## src/rtl/change_dispense_if.sv

```systemverilog
// Change dispenser handshake bundle between the purchase/credit logic
// (master) and the change dispense controller (slave).
// Optional macro: COIN_COUNT_EN adds the coin_count status signal.
interface change_dispense_if #(
  parameter int CENTS_W = 10
);
  logic               start;
  logic [CENTS_W-1:0] amount;
  logic [5:0]         empty;
  logic               coin_ack;
  logic               clear;
  logic [5:0]         eject;
  logic               busy;
  logic               done;
  logic               err;
  logic               err_jam;
  logic [CENTS_W-1:0] remaining;
`ifdef COIN_COUNT_EN
  logic [7:0]         coin_count;

  modport master (
    output start, amount, empty, coin_ack, clear,
    input  eject, busy, done, err, err_jam, remaining, coin_count
  );

  modport slave (
    input  start, amount, empty, coin_ack, clear,
    output eject, busy, done, err, err_jam, remaining, coin_count
  );
`else
  modport master (
    output start, amount, empty, coin_ack, clear,
    input  eject, busy, done, err, err_jam, remaining
  );

  modport slave (
    input  start, amount, empty, coin_ack, clear,
    output eject, busy, done, err, err_jam, remaining
  );
`endif
endinterface

```

## src/rtl/change_dispense_ctrl.sv

```systemverilog
// Change dispense controller: greedy largest-coin-first selection that skips
// empty hoppers, one eject strobe per coin, waits for the drop confirmation
// and flags a jam when that confirmation never arrives.
// Optional macro: COIN_COUNT_EN adds a saturating per-transaction coin count.
// Denomination bit order for empty/eject: {five,dollar,fifty,quarter,dime,nickel}.
module change_dispense_ctrl #(
  parameter int CENTS_W        = 10,
  parameter int PULSE_CYCLES   = 4,
  parameter int TIMEOUT_CYCLES = 1000
) (
  input  logic             clk,
  input  logic             rst_n,
  change_dispense_if.slave bus
);

  localparam logic [2:0] S_IDLE   = 3'd0;
  localparam logic [2:0] S_SELECT = 3'd1;
  localparam logic [2:0] S_EJECT  = 3'd2;
  localparam logic [2:0] S_WAIT   = 3'd3;
  localparam logic [2:0] S_DONE   = 3'd4;
  localparam logic [2:0] S_ERROR  = 3'd5;

  localparam int PULSE_W = $clog2(PULSE_CYCLES + 1);
  localparam int TMO_W   = $clog2(TIMEOUT_CYCLES + 1);

  // Coin value in cents for a denomination index (0 = nickel ... 5 = five).
  function automatic logic [CENTS_W-1:0] denom(input logic [2:0] idx);
    case (idx)
      3'd0:    denom = CENTS_W'(5);
      3'd1:    denom = CENTS_W'(10);
      3'd2:    denom = CENTS_W'(25);
      3'd3:    denom = CENTS_W'(50);
      3'd4:    denom = CENTS_W'(100);
      default: denom = CENTS_W'(500);
    endcase
  endfunction

  logic [2:0]         state_q, state_d;
  logic [CENTS_W-1:0] remaining_q, remaining_d;
  logic [2:0]         sel_q, sel_d;
  logic [PULSE_W-1:0] pulse_q, pulse_d;
  logic [TMO_W-1:0]   tmo_q, tmo_d;
  logic               jam_q, jam_d;
  logic               found;
  logic [2:0]         pick;
`ifdef COIN_COUNT_EN
  logic [7:0]         cnt_q, cnt_d;
`endif

  // Greedy pick: ascending scan, so the last qualifying index is the largest coin.
  always_comb begin
    // NOTE: every combinational output gets a default first so no path leaves it unassigned (no latch).
    found = 1'b0;
    pick  = 3'd0;
    for (int i = 0; i < 6; i++) begin
      if (!bus.empty[i] && (denom(3'(i)) <= remaining_q)) begin
        found = 1'b1;
        pick  = 3'(i);
      end
    end
  end

  // Next-state and datapath update for the dispense sequence.
  always_comb begin
    state_d     = state_q;
    remaining_d = remaining_q;
    sel_d       = sel_q;
    pulse_d     = pulse_q;
    tmo_d       = tmo_q;
    jam_d       = jam_q;
`ifdef COIN_COUNT_EN
    cnt_d       = cnt_q;
`endif
    case (state_q)
      S_IDLE: begin
        if (bus.start) begin
          remaining_d = bus.amount;
          jam_d       = 1'b0;
`ifdef COIN_COUNT_EN
          cnt_d       = 8'd0;
`endif
          state_d     = S_SELECT;
        end
      end
      S_SELECT: begin
        if (remaining_q == '0) begin
          state_d = S_DONE;
        end else if (found) begin
          sel_d   = pick;
          pulse_d = '0;
          state_d = S_EJECT;
        end else begin
          jam_d   = 1'b0;
          state_d = S_ERROR;
        end
      end
      S_EJECT: begin
        if (pulse_q == PULSE_W'(PULSE_CYCLES - 1)) begin
          tmo_d   = '0;
          state_d = S_WAIT;
        end else begin
          pulse_d = pulse_q + 1'b1;
        end
      end
      S_WAIT: begin
        if (bus.coin_ack) begin
          // The pick guaranteed denom <= remaining, so this cannot underflow.
          remaining_d = remaining_q - denom(sel_q);
`ifdef COIN_COUNT_EN
          if (cnt_q != 8'hFF) cnt_d = cnt_q + 8'd1;
`endif
          state_d     = S_SELECT;
        end else if (tmo_q == TMO_W'(TIMEOUT_CYCLES - 1)) begin
          jam_d   = 1'b1;
          state_d = S_ERROR;
        end else begin
          tmo_d = tmo_q + 1'b1;
        end
      end
      S_DONE:  state_d = S_IDLE;
      S_ERROR: if (bus.clear) state_d = S_IDLE;
      default: state_d = S_IDLE;
    endcase
  end

  // State registers with asynchronous active-low reset.
  always_ff @(posedge clk or negedge rst_n) begin
    // NOTE: every register here is small control state, so all of it is reset; no storage array is left unreset.
    if (!rst_n) begin
      state_q     <= S_IDLE;
      remaining_q <= '0;
      sel_q       <= 3'd0;
      pulse_q     <= '0;
      tmo_q       <= '0;
      jam_q       <= 1'b0;
`ifdef COIN_COUNT_EN
      cnt_q       <= 8'd0;
`endif
    end else begin
      // NOTE: non-blocking assignments so every register samples pre-edge values.
      state_q     <= state_d;
      remaining_q <= remaining_d;
      sel_q       <= sel_d;
      pulse_q     <= pulse_d;
      tmo_q       <= tmo_d;
      jam_q       <= jam_d;
`ifdef COIN_COUNT_EN
      cnt_q       <= cnt_d;
`endif
    end
  end

  // Outputs decode directly from state, so reset drops eject immediately.
  assign bus.eject     = (state_q == S_EJECT) ? (6'b000001 << sel_q) : 6'b000000;
  assign bus.busy      = (state_q != S_IDLE);
  assign bus.done      = (state_q == S_DONE);
  assign bus.err       = (state_q == S_ERROR);
  assign bus.err_jam   = (state_q == S_ERROR) && jam_q;
  assign bus.remaining = remaining_q;
`ifdef COIN_COUNT_EN
  assign bus.coin_count = cnt_q;
`endif

endmodule
```

## src/flat_wrapper.sv

```systemverilog
// flat-port wrapper written by rule: the top's interface ports become plain ports
module change_dispense_ctrl_flat 
#(
  parameter int CENTS_W        = 10,
  parameter int PULSE_CYCLES   = 4,
  parameter int TIMEOUT_CYCLES = 1000
)
  (clk, rst_n, bus_start, bus_amount, bus_empty, bus_coin_ack, bus_clear, bus_eject, bus_busy, bus_done, bus_err, bus_err_jam, bus_remaining);
  change_dispense_if #(.CENTS_W(CENTS_W)) bus_i ();
  input  logic clk;
  input  logic rst_n;
  input wire logic [$bits(bus_i.start)-1:0] bus_start;
  input wire logic [$bits(bus_i.amount)-1:0] bus_amount;
  input wire logic [$bits(bus_i.empty)-1:0] bus_empty;
  input wire logic [$bits(bus_i.coin_ack)-1:0] bus_coin_ack;
  input wire logic [$bits(bus_i.clear)-1:0] bus_clear;
  output wire logic [$bits(bus_i.eject)-1:0] bus_eject;
  output wire logic [$bits(bus_i.busy)-1:0] bus_busy;
  output wire logic [$bits(bus_i.done)-1:0] bus_done;
  output wire logic [$bits(bus_i.err)-1:0] bus_err;
  output wire logic [$bits(bus_i.err_jam)-1:0] bus_err_jam;
  output wire logic [$bits(bus_i.remaining)-1:0] bus_remaining;
  assign bus_i.start = bus_start;
  assign bus_i.amount = bus_amount;
  assign bus_i.empty = bus_empty;
  assign bus_i.coin_ack = bus_coin_ack;
  assign bus_i.clear = bus_clear;
  assign bus_eject = bus_i.eject;
  assign bus_busy = bus_i.busy;
  assign bus_done = bus_i.done;
  assign bus_err = bus_i.err;
  assign bus_err_jam = bus_i.err_jam;
  assign bus_remaining = bus_i.remaining;
  change_dispense_ctrl #(.CENTS_W(CENTS_W), .PULSE_CYCLES(PULSE_CYCLES), .TIMEOUT_CYCLES(TIMEOUT_CYCLES)) u_core (.clk(clk), .rst_n(rst_n), .bus(bus_i));
endmodule
```

## config.mk

```make
export PLATFORM = sky130hd
export DESIGN_NAME = change_dispense_ctrl_flat
export DESIGN_NICKNAME = d
export VERILOG_FILES = /design/src/rtl/change_dispense_if.sv /design/src/rtl/change_dispense_ctrl.sv /design/src/flat_wrapper.sv
export SDC_FILE = /design/constraint.sdc
export NUM_CORES = 1
export LEC_CHECK = 0
export ABC_AREA = 0
export CORE_MARGIN = 1
export CORE_UTILIZATION = 50
export CTS_BUF_LIST = sky130_fd_sc_hd__clkbuf_2 sky130_fd_sc_hd__clkbuf_4 sky130_fd_sc_hd__clkbuf_8
export CTS_CLUSTER_DIAMETER = 100
export DETAILED_ROUTE_END_ITERATION = 7
export PLACE_DENSITY = 0.8
export SLEW_MARGIN = 20
export SYNTH_ARGS = -nofsm -noshare
export SYNTH_HDL_FRONTEND = slang
export SYNTH_SLANG_ARGS = --single-unit
```

## constraint.sdc

```tcl
create_clock -name clk -period 3.1 [get_ports clk]
set_input_delay 0.62 -clock clk [delete_from_list [all_inputs] [get_ports clk]]
set_output_delay 0.62 -clock clk [all_outputs]
set_load 0.005 [all_outputs]
```

==> impl_metrics.ini <==
[outcome]
status = finished clean

[timing]
period_share_pct = 84.03
final_max_slew_viol_count = 0
fmax_mhz = 383.9
fin_setup_tns_ns = 0
tightest_slew_ns = 0.4933
rsz0062_at_grt = no
fin_hold_ws_ns = 0.4915
min_period_ns = 2.605
fin_worst_skew_ns = 0.009877
finalHoldViolCount = 0
setup_viol = 0
layout_setup_ws_ns = 0.4952
slew_headroom_pct = 66.86

[critical_path]
crit_family = simple AND/OR/NAND/NOR gates
path_class = reg -> out
critPathMaxFanout = 10
cp-end-kind = output port
crit_arrival_ns = 1.98
path_buf_inv = 1
worst-endpoint-required_ns = 2.48
cp-start-kind = flop
crit_chain = nor2_1 -> and2_1 -> nand2_1 -> nor3_1 -> clkdlybuf4s50_1
max_stage_delay_ns = 0.55
crit_slowest_cell = clkdlybuf4s50_1

[logic_synthesis]
syn_area_um2 = 2267
yosys-top-cells-area = dfrtp_1 (33%), ha_1 (6.6%), nand2_1 (5.6%), nor2_1 (4.8%), o21ai_0 (4.4%)
seq_area_frac_synth_pct = 33.11
avgSynthCellArea_um2 = 8.366
syn_inst = 271
synthFlopType = dfrtp_1
synth_cell_types = 60
netlist.top_cell.by_area = dfrtp_1
yosysWarnings = 0
synth_top_area_share_pct = 33.11
async_flop_share_pct = 100.0
synth-seq-cells = 30
syn_nets = 305
synth_edf_count = 0

[pwr]
leakage_nw = 1.187
powerDensity_nw_per_um2 = 965.2
vdd_drop_max_uv = 524.0

[routing]
first_pass_iters = 4
routed_wl_um = 5332
final_antenna_net_count = 0
drt_iter0_markers = 117
drc = 0
vias = 2093
via_per_inst = 5.734
wl_per_cell_um = 14.61

[place]
dpl.hpwl_um = 3920
dp_slack_ns = 0.5218
port_buffers = 40
gp_congestion = 0.8555

[clocking]
clk_pin_slew_ns = 0.07
cts_buffers = 5
cts-root-buf = clkbuf_8
worstSkewPairLatency_ns = 0.28
cts_hold_buf = 0
cts_max_level = 2
cts_buffer_depth = 2
post_cts_resized = 0
postCtsSetupBuffers = 0
clkSinkCount = 30
cts_tree = done

[final_layout]
multi_input_area_um2 = 1399
regArea_um2 = 750.7
n_antenna_cell = 0
syn_to_final_growth_pct = 23.34
nNetsFinal = 346
drive_above_1_share_pct = 7.987
nFillCells = 368

[global_routing]
grt_pass1_vias = 1950
antenna_found_initial = 0
grt_first_pass_wirelength_um = 9121
grt_usage_pct = 23.34
grt_max_degree = 31
overflow = 0

[die]
die_x_um = 69.34
start_util_pct = 52.07
die_y_um = 69.34
die-area_um2 = 4807
core_um2 = 4354
row_count = 24
io_pins = 41

[job]
drv_cap = 0

[worst_hold_path]
hp-class = reg -> reg
==> worst paths after layout <==
path | from | endpoint | slack [ns] | cells past startpoint
max in group asynchronous | rst_n | u_core.tmo_q[0]$_DFFE_PN0P_ | 2.07 | 2
min reg2reg | u_core.pulse_q[0]$_DFFE_PN0P_ | u_core.pulse_q[0]$_DFFE_PN0P_ | 0.49 | 1
max | u_core.state_q[2]$_DFFE_PN0P_ | bus_eject[0] | 0.50 | 5
max reg2reg | u_core.sel_q[0]$_DFFE_PN0P_ | u_core.bus.remaining[8]$_DFFE_PN0P_ | 0.50 | 10
min in group asynchronous | rst_n | u_core.tmo_q[9]$_DFFE_PN0P_ | 0.74 | 2
min | u_core.pulse_q[0]$_DFFE_PN0P_ | u_core.pulse_q[0]$_DFFE_PN0P_ | 0.49 | 1
==> area by class of cell <==
class                           instances  area share [%]
Clock buffer                            6           2.953
Timing Repair Buffer                   45           15.66
Inverter                               13           1.745
Sequential cell                        30           26.85
Clock inverter                          2          0.4474
Tap cell                               52           2.327
Multi-Input combinational cell        217           50.02
==> per-stage QoR <==
step	std cells	power (mW)	area, µm²	utilization [%]
final	365	2.699	2796	64.22
after global routing	365	2.948	2796	64.22
after CTS	365	2.702	2796	64.22
after detailed placement	357	2.357	2701	62.04
after global placement	357	2.306	2701	62.04
after floorplan	271	1.896	2267	-
==> cell families (layout without fill, tap and decap cells) <==
| group | Yosys count | in the layout | synth area share, % |
|---|---|---|---|
| AO/OA/AOI/OAI | 71 | 71 | 21.58 |
| XOR/XNOR | 9 | 9 | 3.477 |
| adder cells (fa/ha/maj) | 13 | 13 | 7.505 |
| buffers and inverters | 24 | 66 | 5.188 |
| flip-flops | 30 | 30 | 33.11 |
| multiplexers | 5 | 5 | 2.318 |
| AND/OR/NAND/NOR | 119 | 119 | 26.82 |
==> registers in the layout, summed over array words and instances, names as in the netlist <==
register and flops:
u_core.bus.remaining 10, u_core.jam_q 1, u_core.pulse_q 3, u_core.sel_q 3, u_core.state_q 3, u_core.tmo_q 10
==> cell usage after synthesis (all sizes together), types with 2 or more instances <==
cell / instances
o22ai: 3
o21a: 3
o311ai: 2
and2: 4
nand3: 4
a41o: 2
mux2i: 3
nor3: 15
dfrtp: 30
nand2: 34
or3: 3
nor4b: 2
and2b: 2
a211oi: 2
nor4: 2
o211ai: 2
clkbuf: 5
a21o: 4
nand4: 4
o31a: 3
nor3b: 2
a2111oi: 2
and3: 5
o21ai: 23
xor2: 7
xnor2: 2
nand2b: 5
inv: 13
nor2b: 2
mux2: 2
ha: 12
nor2: 29
buf: 6
a21oi: 16
nand3b: 2
==> where the power goes <==
group          internal [mW]  leakage [nW]  total (mW)  switching [mW]
Clock                  0.178        0.0472       0.336           0.157
Sequential             0.535         0.382       0.799           0.265
Combinational          0.766         0.757        1.56           0.798
==> layout by cell type (no fill, tap or decap), drive strengths merged, types with 4 or more instances in the layout <==
cell type / n
a21o: 4
a21oi: 16
and2: 4
and3: 5
buf: 5
clkbuf: 6
clkdlybuf4s50: 40
dfrtp: 30
ha: 12
inv: 13
nand2: 34
nand2b: 5
nand3: 4
nand4: 4
nor2: 29
nor3: 15
o21ai: 23
xor2: 7
==> routing by layer <==
| metal | up-vias | routed length (µm) | GRT usage, % |
|---|---|---|---|
| li1 | 1056 | - | - |
| met1 | 978 | 2579 | 32.96 |
| met2 | 51 | 2461 | 36.79 |
| met3 | 8 | 240 | 4.215 |
| met4 | 0 | 50 | 6.349 |
| met5 | - | 0 | 0 |
Note: power is estimated with default switching activity, not from simulation.
